$ cat config.mk
export PLATFORM = sky130hd
export DESIGN_NAME = alu_arbiter
export DESIGN_NICKNAME = d
export VERILOG_FILES = /design/src/rtl/alu_arbiter.sv
export SDC_FILE = /design/constraint.sdc
export NUM_CORES = 1
export LEC_CHECK = 0
export ABC_AREA = 1
export CAP_MARGIN = 20
export CELL_PAD_IN_SITES_DETAIL_PLACEMENT = 1
export CELL_PAD_IN_SITES_GLOBAL_PLACEMENT = 1
export CORE_UTILIZATION = 23
export CTS_CLUSTER_SIZE = 24
export DETAILED_ROUTE_END_ITERATION = 6
export PLACE_DENSITY = 0.8
export SYNTH_ARGS = -nofsm -noshare
export SYNTH_HDL_FRONTEND = slang
export SYNTH_SLANG_ARGS = --single-unit
$ cat constraint.sdc
create_clock -name clk -period 1.2 [get_ports clk]
set_clock_uncertainty 0.05 [all_clocks]
set_input_delay 0.24 -clock clk [delete_from_list [all_inputs] [get_ports clk]]
set_output_delay 0.24 -clock clk [all_outputs]
set_load 0.02 [all_outputs]
$ cat src/rtl/alu_arbiter.sv
// alu_arbiter: two-requester round-robin arbiter/sequencer for the shared ALU (ALU_ARB_FIXED_PRIO_EN selects fixed priority to requester 0)
module alu_arbiter #(
  parameter int WIDTH = 32
) (
  input  logic             clk,
  input  logic             reset,
  input  logic             req0_valid,
  output logic             req0_ready,
  input  logic [WIDTH-1:0] req0_a,
  input  logic [WIDTH-1:0] req0_b,
  input  logic [5:0]       req0_signal,
  input  logic             req1_valid,
  output logic             req1_ready,
  input  logic [WIDTH-1:0] req1_a,
  input  logic [WIDTH-1:0] req1_b,
  input  logic [5:0]       req1_signal,
  output logic             rsp0_valid,
  input  logic             rsp0_ready,
  output logic [WIDTH-1:0] rsp0_data,
  output logic             rsp0_err,
  output logic             rsp1_valid,
  input  logic             rsp1_ready,
  output logic [WIDTH-1:0] rsp1_data,
  output logic             rsp1_err,
  output logic [WIDTH-1:0] alu_dataA,
  output logic [WIDTH-1:0] alu_dataB,
  output logic [5:0]       alu_signal,
  input  logic [WIDTH-1:0] alu_dataOut
);
  typedef enum logic [1:0] {IDLE, EXEC, RESP} state_t;
  state_t state, state_nx;
  logic owner, err, g0, g1, idle;
  logic [WIDTH-1:0] result;
`ifndef ALU_ARB_FIXED_PRIO_EN
  logic last_grant;
`endif
  function automatic logic legal(input logic [5:0] s);
    return s inside {6'b100000, 6'b100010, 6'b100100, 6'b100101, 6'b101010};
  endfunction
  always_ff @(posedge clk) begin
    if (reset) begin
      state      <= IDLE;
      owner      <= 1'b0;
      err        <= 1'b0;
      result     <= '0;
      alu_dataA  <= '0;
      alu_dataB  <= '0;
      alu_signal <= 6'b000000;
`ifndef ALU_ARB_FIXED_PRIO_EN
      last_grant <= 1'b1;
`endif
    end else begin
      state <= state_nx;
      if (g0 | g1) begin
        alu_dataA  <= g1 ? req1_a : req0_a;
        alu_dataB  <= g1 ? req1_b : req0_b;
        alu_signal <= g1 ? req1_signal : req0_signal;
        owner      <= g1;
        err        <= !legal(g1 ? req1_signal : req0_signal);
`ifndef ALU_ARB_FIXED_PRIO_EN
        last_grant <= g1;
`endif
      end
      if (state == EXEC) result <= err ? '0 : alu_dataOut;
    end
  end
  always_comb begin
    state_nx = state == IDLE ? ((g0 | g1) ? EXEC : IDLE) :
               state == EXEC ? RESP :
               ((owner ? rsp1_ready : rsp0_ready) ? IDLE : RESP);
  end
  always_comb begin
    idle = state == IDLE;
`ifdef ALU_ARB_FIXED_PRIO_EN
    g0 = idle & req0_valid;
    g1 = idle & req1_valid & !req0_valid;
`else
    // on a tie the requester that did not win last time is granted
    g0 = idle & req0_valid & (!req1_valid | last_grant);
    g1 = idle & req1_valid & (!req0_valid | !last_grant);
`endif
    req0_ready = g0;
    req1_ready = g1;
    rsp0_valid = state == RESP && !owner;
    rsp1_valid = state == RESP && owner;
    rsp0_data  = result;
    rsp1_data  = result;
    rsp0_err   = err;
    rsp1_err   = err;
  end
endmodule

==> results of run 1 <==
-- worst min path at each step --
stage / from / end / slack [ns] / depth (start not counted)
floorplan: req1_b[10] / alu_dataB[10] / 0.35 / 2
global placement: alu_dataA[9] / alu_dataA[9] / 0.41 / 2
detailed placement: alu_dataB[8] / alu_dataB[8] / 0.43 / 2
CTS: alu_dataOut[0] / rsp0_data[0] / 0.38 / 3
global route: alu_dataOut[21] / rsp0_data[21] / 0.40 / 3
finish: alu_dataOut[12] / rsp0_data[12] / 0.39 / 3
-- per-layer routing --
layer / share of wire, % / GRT usage, % / vias up
met5: 0 / 0 / -
met2: 50 / 32.1 / 213
met3: 9.7 / 7.03 / 14
li1: - / - / 2686
met1: 39 / 19.4 / 2594
met4: 1.3 / 4.39 / 0
-- where the power goes --
| group | internal (mW) | switching (mW) |
|---|---|---|
| combinational | 1.76 | 1.97 |
| clock | 1.41 | 1.45 |
| sequential | 3.94 | 0.231 |
-- what timing repair did --
item / CTS / global route
gates cloned: 2 / 2
endpoints found under the setup margin: 242 / 189
resized for setup: 616 / 117
buffers inserted: 4 / 4
pin swaps: 2 / 1
-- cells by family after synthesis --
| family | Yosys count |
|---|---|
| and+or+nand+nor | 238 |
| DFF | 107 |
| buffers and inverters | 102 |
| AOI/OAI and AO/OA | 175 |
-- synthesized netlist by cell type, drive strengths merged --
library cell | number | area [um^2]
o21ai | 135 | 1020
dfxtp | 107 | 2140
nand3 | 98 | 503
nor2 | 71 | 290
buf | 64 | 473
nand2 | 58 | 220
a21oi | 34 | 170
clkbuf | 19 | 71.3
inv | 19 | 71.3
nand4 | 6 | 37.5
nor3 | 4 | 20.0
o211ai | 3 | 22.5
o21a | 3 | 22.5
or2 | 1 | 6.26
-- stage by stage --
step / instance area [um^2] / power (mW)
after floorplan: 5190 / 6.05
after global placement: 8620 / 7.94
after detailed placement: 8620 / 8.01
after CTS: 8470 / 10.7
after global routing: 8790 / 11.4
final: 8790 / 10.8
-- area by class of cell --
class                   count  area [um^2]  area share, %
clock inverters             5         37.5          0.427
well taps                 275          344           3.92
repair buffers            377         3460           39.4
inverters                  19         78.8          0.897
clock buffers              10          229           2.61
flip-flops and latches    107         2200           25.0
multi-input cells         413         2440           27.8
-- cell usage in the layout, fill, tap and decap left out, drive strengths merged, types with 3 or more instances in the layout --
cell / netlist / routed
nor2: 71 / 71
o211ai: 3 / 3
nor3: 4 / 4
o21a: 3 / 3
buf: 64 / 198
clkdlybuf4s50: 0 / 175
a21oi: 34 / 34
nand3: 98 / 98
inv: 19 / 21
nand2: 58 / 58
o21ai: 135 / 135
nand4: 6 / 6
dfxtp: 107 / 107
clkbuf: 19 / 12
-- registers in the layout, summed over array words and instances, names as in the netlist --
register,cells
alu_dataB,32
rsp0_err,1
rsp0_data,32
owner,1
alu_signal,6
last_grant,1
alu_dataA,32
state,2
-- worst max-delay path: cells and delay by family (launching register included) --
family          cells  cell delay, ns
flops               1            0.35
buf+inv             1            0.16
compound gates      1            0.13
simple gates        2            0.21
==> impl_metrics.toml, run 1 <==
[routing]
ant_nets = 0
vias = 5507
wl_um = 21000
drc = 0
drtIter0Drc = 132
drt_first_pass_iters = 4
wl_per_cell_um = 17.4
via_per_inst = 4.57

[yosys]
yosys_warnings = 0
ys_seq_area_share_pct = 42.3
synthXorXnorAreaFrac_pct = 0
syn_area_um2 = 5070
synth_top_family_by_area = "compound AO/OA/AOI/OAI gates"
synth_compound_area_share_pct = 24.3
yosysUniqueCellTypes = 26
ys_seq_elements = 107
postSynthCellCount = 622
synth_fp_nets = 800
synth-simple-area-share_pct = 21.3
synthAdderAreaFrac_pct = 0
syn-mean-instance-area_um2 = 8.15
synth_mux_area_share_pct = 0

[power_and_ir_drop]
p_leak_nw = 3.64
ir_worst_vdd_mv = 0.626
p_per_area_nw_per_um2 = 1220

[grt]
grt_pass1_wl_um = 30500
gr-total-overflow = 0
grt_pass1_vias = 5590
grt_usage_pct = 17.9
antenna_found_initial = 0
grt_max_degree = 35

[clock_network]
ctsLongestPathBuffers = 2
cts.sinks = 107
clockRootBuffer = "clkbuf_16"
insertion_delay_ns = 0.35
cts_tree = "yes"
hold_buffers = 0
cts_buffers = 9
cts_htree_levels = 3
clk_pin_slew_ns = 0.08

[place]
dp_hpwl_um = 15400
place_inst = 1180
place_congestion = 0.749
io_buffers = 317
dp_slack_ns = -0.735

[sta]
finalHoldViolations = 0
tns_ns = -16.46
max_freq_ghz = 0.667
setup_viol = 90
layout_min_cycle_time_ns = 1.50
fin_hold_ws_ns = 0.390
rsz0062_at_grt = "true"
tightestPinTransition_ns = 0.272
max_slew_margin_pct = 81.8
post-route-period-util_pct = 125
fin_ws_ns = -0.299
maxSlewViolCount = 0

[run]
maxCapViolCount = 0

[layout]
post-route-util_pct = 41.3
layout-drive-gt1-share_pct = 42.6
nets = 1105
diodes = 0
fin_cells = 1206
fillers = 2558
area_growth_pct = 73.4

[setup_path]
worstReg2RegStart = "state[1]"
r2r_slack_ns = -0.26
path_class = "flip-flop to primary output"
crit_required_ns = 0.91
cp_max_fo = 4
critPathMaxStageDelay_ns = 0.35
end_kind = "primary output"
cp_data_arrival_time_ns = 1.21
start_kind = "flip-flop"
r2r_cells = 8
rr_endpoint = "alu_dataB[14]"
critical_path.cell_chain = "nor2_8 > nand2_1 > a21oi_1 > buf_4"
startpoint = "state[1]"
critPathCapture = "req0_ready"
cp_slowest_cell = "dfxtp_2"

[die]
row_count = 53
die_h_um = 150
fp.coreArea_um2 = 21300
fp.dieArea_um2 = 22600
start_util_pct = 23.8
die_w_um = 150
io_pins = 318

[status]
violations = "negative setup slack"
outcome = "finished with violations"

[worst_hold_path]
hold_path.class = "input port to flip-flop"
Note: power is estimated with default switching activity, not from simulation.
==> run 2: changes to the inputs <==
--- a/config.mk
+++ b/config.mk
@@ -6,6 +6,7 @@
 export NUM_CORES = 1
 export LEC_CHECK = 0
 export ABC_AREA = 1
+export ABC_CLOCK_PERIOD_IN_PS = 1200
 export CAP_MARGIN = 20
 export CELL_PAD_IN_SITES_DETAIL_PLACEMENT = 1
 export CELL_PAD_IN_SITES_GLOBAL_PLACEMENT = 1
==> results of run 2 <==
No change in the layout: final DEF, timing and power equal those of run 1.
==> run 3: changes to the inputs <==
--- a/config.mk
+++ b/config.mk
@@ -13,6 +13,7 @@
 export CORE_UTILIZATION = 23
 export CTS_CLUSTER_SIZE = 24
 export DETAILED_ROUTE_END_ITERATION = 6
+export GPL_ROUTABILITY_DRIVEN = 0
 export PLACE_DENSITY = 0.8
 export SYNTH_ARGS = -nofsm -noshare
 export SYNTH_HDL_FRONTEND = slang
==> results of run 3 <==
No change in the layout: final DEF, timing and power equal those of run 1.
